**config.mk**
```make
export PLATFORM = sky130hd
export DESIGN_NAME = imem_loader
export DESIGN_NICKNAME = d
export VERILOG_FILES = /design/src/rtl/imem_loader.sv
export SDC_FILE = /design/constraint.sdc
export NUM_CORES = 1
export LEC_CHECK = 0
export ABC_AREA = 1
export BUFFER_PORTS_ARGS = -buffer_cell sky130_fd_sc_hd__buf_2
export CORE_ASPECT_RATIO = 0.9
export CORE_MARGIN = 10
export CORE_UTILIZATION = 61
export DETAILED_ROUTE_END_ITERATION = 10
export HOLD_SLACK_MARGIN = 0.02
export PLACE_DENSITY = 0.85
export SYNTH_ARGS = -nofsm -noshare
export SYNTH_HDL_FRONTEND = slang
export SYNTH_SLANG_ARGS = --single-unit
```
**constraint.sdc**
```tcl
create_clock -name CLK -period 7.5 [get_ports CLK]
set_input_delay 0.75 -clock CLK [delete_from_list [all_inputs] [get_ports CLK]]
set_output_delay 0.75 -clock CLK [all_outputs]
set_load 0.01 [all_outputs]
```
**src/rtl/imem_loader.sv**
```systemverilog
// Instruction-memory loader: assembles a big-endian byte stream into 32-bit words and writes each byte to IMEM.
// Optional running XOR checksum of loaded words is enabled with `define IMEM_LOADER_CHECKSUM_EN.
module imem_loader #(
  parameter int MEM_BYTES = 1024
) (
  input  logic        CLK,
  input  logic        Reset,
  input  logic        Start,
  input  logic [31:0] BaseAddr,
  input  logic [8:0]  WordCnt,
  input  logic [7:0]  ByteIn,
  input  logic        ByteValid,
  output logic        ByteReady,
  output logic        MemWE,
  output logic [31:0] MemAddr,
  output logic [7:0]  MemData,
  output logic [31:0] WordOut,
  output logic        WordValid,
  output logic        Busy,
  output logic        Done,
  output logic        Err,
  output logic [31:0] Checksum,
  output logic [1:0]  dbg_state
);

  typedef enum logic [1:0] {
    ST_IDLE = 2'd0,
    ST_LOAD = 2'd1,
    ST_DONE = 2'd2
  } state_t;

  state_t      state, state_nx;
  logic [31:0] addr;
  logic [10:0] remaining;
  logic [1:0]  byte_idx;
  logic [23:0] partial;

  logic [32:0] end_addr;
  logic        req_bad;
  logic        start_ok;
  logic        accept;
  logic        last_byte;
  logic        word_end;

  // Byte handshake: a byte transfers on a rising edge where ByteValid and
  // ByteReady are both high; ByteReady is high exactly while in LOAD, and a
  // low ByteValid in LOAD simply stalls the transfer.
  assign ByteReady = (state == ST_LOAD);
  assign Busy      = (state == ST_LOAD);
  assign dbg_state = state;

  // End address at 33 bits so a request near the top of the 32-bit space cannot wrap.
  assign end_addr  = {1'b0, BaseAddr} + {22'd0, WordCnt, 2'b00};
  assign req_bad   = (BaseAddr[1:0] != 2'b00) || (end_addr > 33'(MEM_BYTES));
  assign start_ok  = (state == ST_IDLE) && Start && !req_bad;
  assign accept    = (state == ST_LOAD) && ByteValid;
  assign last_byte = accept && (remaining == 11'd1);
  assign word_end  = accept && (byte_idx == 2'd3);

  always_ff @(posedge CLK or posedge Reset) begin
    if (Reset) begin
      state <= ST_IDLE;
    end else begin
      state <= state_nx;
    end
  end

  always_comb begin
    state_nx = state;
    case (state)
      ST_IDLE: begin
        if (start_ok) begin
          state_nx = (WordCnt == 9'd0) ? ST_DONE : ST_LOAD;
        end
      end
      ST_LOAD: begin
        if (last_byte) begin
          state_nx = ST_DONE;
        end
      end
      ST_DONE: state_nx = ST_IDLE;
      default: state_nx = ST_IDLE;
    endcase
  end

  always_ff @(posedge CLK or posedge Reset) begin
    if (Reset) begin
      addr      <= 32'd0;
      remaining <= 11'd0;
      byte_idx  <= 2'd0;
      partial   <= 24'd0;
      MemWE     <= 1'b0;
      MemAddr   <= 32'd0;
      MemData   <= 8'd0;
      WordOut   <= 32'd0;
      WordValid <= 1'b0;
      Done      <= 1'b0;
      Err       <= 1'b0;
    end else begin
      MemWE     <= accept;
      WordValid <= 1'b0;
      Done      <= (state == ST_DONE);
      if ((state == ST_IDLE) && Start) begin
        Err <= req_bad;
      end
      if (start_ok) begin
        addr      <= BaseAddr;
        remaining <= {WordCnt, 2'b00};
        byte_idx  <= 2'd0;
      end
      if (accept) begin
        MemAddr   <= addr;
        MemData   <= ByteIn;
        addr      <= addr + 32'd1;
        remaining <= remaining - 11'd1;
        byte_idx  <= byte_idx + 2'd1;
        if (word_end) begin
          WordOut   <= {partial, ByteIn};
          WordValid <= 1'b1;
        end else begin
          partial <= {partial[15:0], ByteIn};
        end
      end
    end
  end

`ifdef IMEM_LOADER_CHECKSUM_EN
  logic [31:0] csum_q;

  // Updates on the same edge that publishes the word, so it already includes WordOut while WordValid is high.
  always_ff @(posedge CLK or posedge Reset) begin
    if (Reset) begin
      csum_q <= 32'd0;
    end else if (start_ok) begin
      csum_q <= 32'd0;
    end else if (word_end) begin
      csum_q <= csum_q ^ {partial, ByteIn};
    end
  end

  assign Checksum = csum_q;
`else
  assign Checksum = 32'd0;
`endif

endmodule

```
**Word-level counts from Yosys, hierarchy flattened**

Cells that the tools add are included.

- Flip-flop bits (word level): 147
- Input bits: 53
- Output and inout port bits: 112
- Word-level logic and storage cells: 50

- $add $sub $neg: 4
- Order comparisons: 1
- Eq/ne operators: 6
- Mux-type cells: 12
- Bitwise operators: 1
- Reductions and logical operators: 14

Operator list:

| cell | number |
|---|---|
| $mux 32 | 2 |
| $add 32x11->33 | 1 |
| $gt 33x11->1 const B | 1 |
| $add 32x1->32 const B | 1 |
| $mux 11 | 2 |
| $eq 11x1->1 const B | 1 |
| $sub 11x1->11 const B | 1 |
| $mux 2 | 5 |
| $logic_not 9->1 | 1 |
| $reduce_and 2->1 | 3 |
| $logic_and 1x1->1 | 5 |
| $eq 2x2->1 const B | 2 |
| $pmux 2 s2 | 1 |
| $reduce_bool 2->1 | 2 |
| $add 2x1->2 const B | 1 |
| $eq 2x1->1 const B | 1 |
| $logic_not 2->1 | 1 |
| $mux 1 | 2 |
| $ne 2x1->1 const B | 1 |
| $ne 2x2->1 const B | 1 |
| $logic_not 1->1 | 1 |
| $logic_or 1x1->1 | 1 |
| $not 1->1 | 1 |

**Longest topological paths before layout**

Gate-level depths: netlist of the first run.

- Depth after elaboration: 7
- Mapped depth: 21
- Mapped depth without buffers: 19

**Worst setup path before layout of the first run**

No wires, ideal clock.

- Path kind: in2reg
- From: input BaseAddr[2]
- To: register addr[13]
- Setup time: 0.119 ns
- Arrival time: 2.769 ns
- Required time: 7.381 ns
- Path slack: 4.612 ns
- Stages: 19
- Path buffers: 2
- Cells stage by stage: ha_1 > fa_1 > nand2_1 > nand2_1 > nand3_1 > nand2_1 > nand2_1 > nand2_2 > nand2_1 > nand3_1 > nand2b_1 > nor2_1 > nand2_2 > nor2_4 > nand2_2 > buf_6 > buf_6 > nand3_2 > nand2_1

- Longest elaborated chain between the ends: 6

RTL lines:

| what | RTL line | text |
|---|---|---|
| start, declared | 9 | `input logic [31:0] BaseAddr,` |
| $add 32x11->33 | 53 | `assign end_addr = {1'b0, BaseAddr} + {22'd0, WordCnt, 2'b00};` |
| $gt 33x11->1 | 54 | `assign req_bad = (BaseAddr[1:0] != 2'b00) \|\| (end_addr > 33'(MEM_BYTES));` |
| $logic_or 1x1->1 | 54 |  |
| $logic_not 1->1 | 55 | `assign start_ok = (state == ST_IDLE) && Start && !req_bad;` |
| $logic_and 1x1->1 | 55 |  |
| $reduce_bool 2->1 (no source line) | n/a |  |
| end signal, assigned | 107 | `addr <= BaseAddr;` |
| end signal, assigned | 114 | `addr <= addr + 32'd1;` |
| end, declared | 33 | `logic [31:0] addr;` |

Every way passes these cells.
A chain may end at the register's enable or synchronous reset.

**Worst setup path in the final report of the first run**

- From: input BaseAddr[2]
- To: register addr[9]

The elaborated chain is that of the path after synthesis.

==> results of run 1 <==
logic make-up after synthesis:
group                      Yosys count
adders and majority gates           14
buffers and inverters              219
DFF                                147
AOI/OAI and AO/OA                  118
other                                1
xor gates and xnor gates            28
and+or+nand+nor                    674
through the flow:
stage               utilization (%)  power [mW]  instance area (µm²)  instances  worst slack (ps)
finish                        71.30       2.883                 9986       1525              4047
CTS                           71.30       2.898                 9986       1525              4078
detailed placement            66.95       2.015                 9376       1493              3674
floorplan                         -       1.722                 8842       1232              2799
global route                  71.30       3.074                 9986       1525              3776
global placement              66.95       1.975                 9376       1493              3782
cells in the mapped netlist, drive strengths merged (4+ instances only):
cell and instances:
nand3b 4, clkbuf 25, nor2 86, nand4 12, inv 149, buf 45, xnor2 4, nand3 100
xor2 24, a21oi 15, ha 13, o21ai 93, nor4 11, dfrtp 147, nor3 31, nand2 422
report_power, final:
group | leakage, nW | internal (mW) | switching, mW
registers | 1.93 | 1.03 | 0.159
clock network | 0.295 | 0.480 | 0.391
logic | 3.18 | 0.296 | 0.533
how the worst max path moves through the flow:
stage	slack, ps	cells after the start	to
floorplan	2800	1	Done
CTS	4080	18	addr[5]
global placement	3780	18	remaining[2]
finish	4050	18	addr[9]
global route	3780	18	remaining[7]
detailed placement	3670	18	addr[5]
metal layers:
metal | track usage (%) | up-vias
li1 | - | 3965
met1 | 30.94 | 3735
met2 | 36.25 | 303
met3 | 5.924 | 28
met4 | 6.444 | 0
met5 | 0 | -
worst max-delay path: stages:
cell,delay [ps]
buf_2,110
ha_1,230
fa_1,460
nand2_1,100
nand2_1,60
nand3_1,100
nand2_1,120
nand2_1,110
nand2_2,90
nand2_1,70
nand3_1,80
nand2b_1,150
nor2_1,110
nand2_2,70
nor2_4,100
nand2_2,650
nand3_1,310
nand2_1,80
layout make-up:
type	instances	area (µm²)	share of cell area, %
repair buffers	138	705.7	7.067
well taps	193	241.5	2.418
clock buffers	17	425.4	4.260
inverters	149	564.3	5.651
flip-flops and latches	147	3679	36.84
multi-input cells	866	4187	41.92
clock inverters	15	183.9	1.842
flip-flops by register name, indices dropped and copies added, names as in the netlist, 2 cells and up:
register	flops
MemData	8
addr	32
MemAddr	32
partial	24
dbg_state	2
remaining	11
byte_idx	2
WordOut	32
==> impl_metrics.env, run 1 <==
export IMPL_fillers=1204
export IMPL_fin_setup_tns_ps=0
export IMPL_die_h_um=133.5
export IMPL_cts_root_buf="clkbuf_16"
export IMPL_max_freq_ghz=0.2896
export IMPL_synth_warnings=0
export IMPL_synthTopCellsByArea="dfrtp_1 42%, nand2_1 18%, inv_1 6.3%"
export IMPL_worst_ir_drop_vdd_uv=203.8
export IMPL_htree_num_levels=4
export IMPL_seq_area_frac_synth_pct=42.16
export IMPL_viasPerCell=5.266
export IMPL_die_x_um=146.1
export IMPL_synth_mux_area_share_pct=0
export IMPL_cp_max_fo=47
export IMPL_yosysTopAreaCell="dfrtp_1"
export IMPL_drc=0
export IMPL_synthAdderAreaFrac_pct=2.093
export IMPL_period_needed_ps=3453
export IMPL_status="finished clean"
export IMPL_arrival_ps=3750
export IMPL_synth_cell_types=42
export IMPL_wl_per_cell_um=14.81
export IMPL_power_density_nw_per_um2=288.7
export IMPL_num_rows=41
export IMPL_reg2regPathDepth=9
export IMPL_antenna_cells=0
export IMPL_yosys_register_bits=147
export IMPL_clk_pin_slew_ps=70
export IMPL_postCtsSetupRepairBufs=0
export IMPL_layout_nets=1386
export IMPL_grt_max_degree=94
export IMPL_drv_slew=0
export IMPL_synth_area_um2=8726
export IMPL_hold_path_class="primary input to asynchronous set/reset pin"
export IMPL_slew_headroom_pct=22.93
export IMPL_clock_skew_final_ps=11.96
export IMPL_required_ps=7800
export IMPL_grt_pass1_vias=7711
export IMPL_met3WireLength_um=1831
export IMPL_synth_cells=1201
export IMPL_synth_compound_area_share_pct=7.370
export IMPL_crit_path_end_kind="register"
export IMPL_timing_rr_end="addr[5]"
export IMPL_drive_gt1_share_pct=16.82
export IMPL_vias=8031
export IMPL_ios=165
export IMPL_tightest_slew_ps=1152
export IMPL_antenna_found_initial=0
export IMPL_io_buffers=132
export IMPL_dieArea_um2=19500
export IMPL_dp_hpwl_um=16750
export IMPL_synth_top_family_by_area="simple AND/OR/NAND/NOR gates"
export IMPL_holdBufCountCts=0
export IMPL_hold_ws_ps=461.7
export IMPL_crit_type="primary input to register"
export IMPL_synth_ff_type="dfrtp_1"
export IMPL_gp_congestion=0.9634
export IMPL_ant_nets=0
export IMPL_grt_pass1_wl_um=37530
export IMPL_totalWireLength_um=22590
export IMPL_critPathLaunchType="primary input"
export IMPL_syn_to_final_growth_pct=14.44
export IMPL_fin_crit_sh_pct=46.04
export IMPL_hold_violations=0
export IMPL_overflow=0
export IMPL_start_util_pct=62.31
export IMPL_cts_buffer_depth=2
export IMPL_syn_avg_cell_area_um2=7.266
export IMPL_routed_wl_met2_um=10500
export IMPL_setup_viol=0
export IMPL_clkLatencyLatePin_ps=430
export IMPL_synth_edff_count=0
export IMPL_r2r_start="dbg_state[0]"
export IMPL_yosys_area_share_simple_pct=34.24
export IMPL_crit_start="BaseAddr[2]"
export IMPL_cts_sinks=147
export IMPL_layout_commonest_cell="nand2_1"
export IMPL_synth_xor_area_share_pct=2.810
export IMPL_cap_violations=0
export IMPL_coreArea_um2=14000
export IMPL_p_leak_nw=5.403
export IMPL_grtUsageTotal_pct=23.05
export IMPL_drt_iter0_drc=660
export IMPL_drt_pass1_iterations=7
export IMPL_cts_resized=0
export IMPL_cts_tree="yes"
export IMPL_m1WireLength_um=9980
export IMPL_ys_async_sr_fraction_pct=100.0
export IMPL_rsz0062_at_grt="false"
export IMPL_cts_buffers=17
export IMPL_yosysTopAreaCellShare_pct=42.16
export IMPL_top_layer="met4"
export IMPL_r2r_slack_ps=4600
export IMPL_layout_common_cells="412 x nand2_1, 147 x dfrtp_1, 145 x inv_1, 132 x buf_2, 92 x o21ai_0"
(Power assumes the default switching activity.)
==> run 2, diff against run 1 <==
CORE_UTILIZATION = 56   (was 61)
PLACE_DENSITY = 0.78   (was 0.85)
clock period = 3.2 ns   (was 7.5 ns; I/O delays follow)
==> run 2 against run 1 <==
Compared with the run above: routed wire length rose by 2.2%; cell count up 0.72%; sequential cell count unchanged; sequential power is 140% higher; sequential share of layout area shrank 0.28 points; global-route usage is 1.4 points lower; non-clock buffer count grew 2; power grew 130%; register-to-register slack worse by 3800 ps; hold slack worse by 440 ps; design area up 0.78%.
==> impl_metrics.env, run 2 (synthesis results as in run 1) <==
export IMPL_fillers=1379
export IMPL_cts_tree="yes"
export IMPL_finalNonFillerCells=1536
export IMPL_clkLatencyLatePin_ps=430
export IMPL_ant_nets=0
export IMPL_power_frac_clock_pct=29.9
export IMPL_hold_path_class="primary input to asynchronous set/reset pin"
export IMPL_cts_resized=0
export IMPL_wl_per_cell_um=15.03
export IMPL_crit_path_end_kind="register"
export IMPL_vias=7855
export IMPL_grt_busiest_layer="met2"
export IMPL_clock_skew_final_ps=9.824
export IMPL_totalWireLength_um=23080
export IMPL_r2r_slack_ps=820
export IMPL_cp_max_fo=18
export IMPL_critPathLaunchType="primary input"
export IMPL_register_area_um2=3679
export IMPL_antenna_found_initial=0
export IMPL_slew_headroom_pct=47.73
export IMPL_grtUsageMet3_pct=4.992
export IMPL_overflow=0
export IMPL_drt_pass1_iterations=6
export IMPL_crit_type="primary input to register"
export IMPL_required_ps=3560
export IMPL_grt_max_degree=134
export IMPL_status="finished clean"
export IMPL_hold_violations=0
export IMPL_die_x_um=151.6
export IMPL_period_needed_ps=2436
export IMPL_multi_input_area_um2=4187
export IMPL_die_h_um=138.4
export IMPL_worst_ir_drop_vdd_uv=447.7
export IMPL_max_freq_ghz=0.4106
export IMPL_reg2regPathDepth=13
export IMPL_drive_gt1_share_pct=16.94
export IMPL_holdBufCountCts=0
export IMPL_layout_nets=1388
export IMPL_ios=165
export IMPL_viasPerCell=5.114
export IMPL_drc=0
export IMPL_p_leak_nw=5.426
export IMPL_fin_crit_sh_pct=76.11
export IMPL_p_int_mw=4.166
export IMPL_postCtsSetupRepairBufs=0
export IMPL_reg_largest_list="MemAddr x32, WordOut x32, addr x32"
export IMPL_layout_common_cells="412 x nand2_1, 147 x dfrtp_1, 145 x inv_1, 132 x buf_2, 92 x o21ai_0"
export IMPL_combPwrFrac_pct=28.7
export IMPL_cap_violations=0
export IMPL_grt_pass1_vias=7529
export IMPL_timing_rr_end="addr[9]"
export IMPL_cts_buffer_depth=2
export IMPL_coreArea_um2=15330
export IMPL_cts_root_buf="clkbuf_16"
export IMPL_layout_commonest_cell="nand2_1"
export IMPL_dp_cells=1504
export IMPL_r2r_start="dbg_state[1]"
export IMPL_io_buffers=132
export IMPL_num_rows=43
export IMPL_syn_to_final_growth_pct=15.33
export IMPL_swShare_pct=38.10
export IMPL_p_sw_mw=2.564
export IMPL_gp_congestion=0.9837
export IMPL_dp_hpwl_um=17050
export IMPL_arrival_ps=2790
export IMPL_cts_buffers=17
export IMPL_use_met2_pct=33.59
export IMPL_antenna_cells=0
export IMPL_drv_slew=0
export IMPL_power_density_nw_per_um2=668.8
export IMPL_htree_num_levels=4
export IMPL_dieArea_um2=20980
export IMPL_start_util_pct=56.91
export IMPL_rsz0062_at_grt="false"
export IMPL_fin_setup_tns_ps=0
export IMPL_tightest_slew_ps=782.4
export IMPL_grt_pass1_wl_um=37180
export IMPL_grtUsageTotal_pct=21.65
export IMPL_pwr_share_seq_pct=41.3
export IMPL_cts_sinks=147
export IMPL_clk_pin_slew_ps=70
export IMPL_setup_viol=0
export IMPL_use_met1_pct=29.79
export IMPL_drt_iter0_drc=626
==> run 2: worst max path at each step <==
stage	startpoint	end	depth (start not counted)
2_1_floorplan	BaseAddr[2]	addr[13]	19
3_3_place_gp	BaseAddr[2]	remaining[6]	18
3_5_place_dp	BaseAddr[2]	addr[8]	18
4_1_cts	BaseAddr[2]	addr[9]	18
5_1_grt	BaseAddr[2]	addr[9]	18
6_report	BaseAddr[2]	addr[9]	18
==> run 2: final cells by class <==
| class | count | area share [%] |
|---|---|---|
| timing repair buffer | 140 | 7.659 |
| tap | 202 | 2.511 |
| sequential | 147 | 36.55 |
| clock inverter | 15 | 1.853 |
| inverter | 149 | 5.595 |
| multi-input combinational | 866 | 41.60 |
| clock buffer | 17 | 4.227 |
==> run 2: power by group through the flow <==
stage	logic, mW	clock network, mW	registers (mW)
4_1_cts	1.96	2.04	2.78
3_3_place_gp	1.88	0	2.78
5_1_grt	2.20	2.12	2.86
2_1_floorplan	1.18	0	2.86
3_5_place_dp	1.94	0	2.80
6_report	1.93	2.01	2.78
==> run 2: worst max-delay path, cell delays in order <==
cell      delay [ps]
buf_2            110
ha_1             230
fa_1             460
nor2_1           130
nand2_1           70
nor2_1           120
nand2_1           60
nor2_1            80
nand2_1           50
nor2_1            90
nand2_1           50
nand2_1           70
nand3_2          100
nor2_1           120
nand2_1           90
o21bai_4         420
nand2_1          120
nand2_1          100
==> run 2: through the flow <==
| stage | power (mW) | worst slack (ps) | area, µm² | utilization [%] | hold WS (ps) |
|---|---|---|---|---|---|
| final | 6.730 | 764.4 | 10060 | 65.63 | 18.58 |
| after global routing | 7.178 | 454.1 | 10060 | 65.63 | 51.46 |
| after CTS | 6.776 | 753.7 | 10060 | 65.63 | 34.09 |
| after detailed placement | 4.743 | 340.6 | 9452 | 61.64 | 457.0 |
| after global placement | 4.662 | 437.6 | 9452 | 61.64 | 448.7 |
| after floorplan | 4.037 | 741.9 | 8846 | - | 449.3 |
==> run 2: metal layers <==
metal,share of wire (%),up-vias
li1,-,3956
met1,45,3617
met2,46,266
met3,8.1,16
met4,0.77,0
met5,0,-
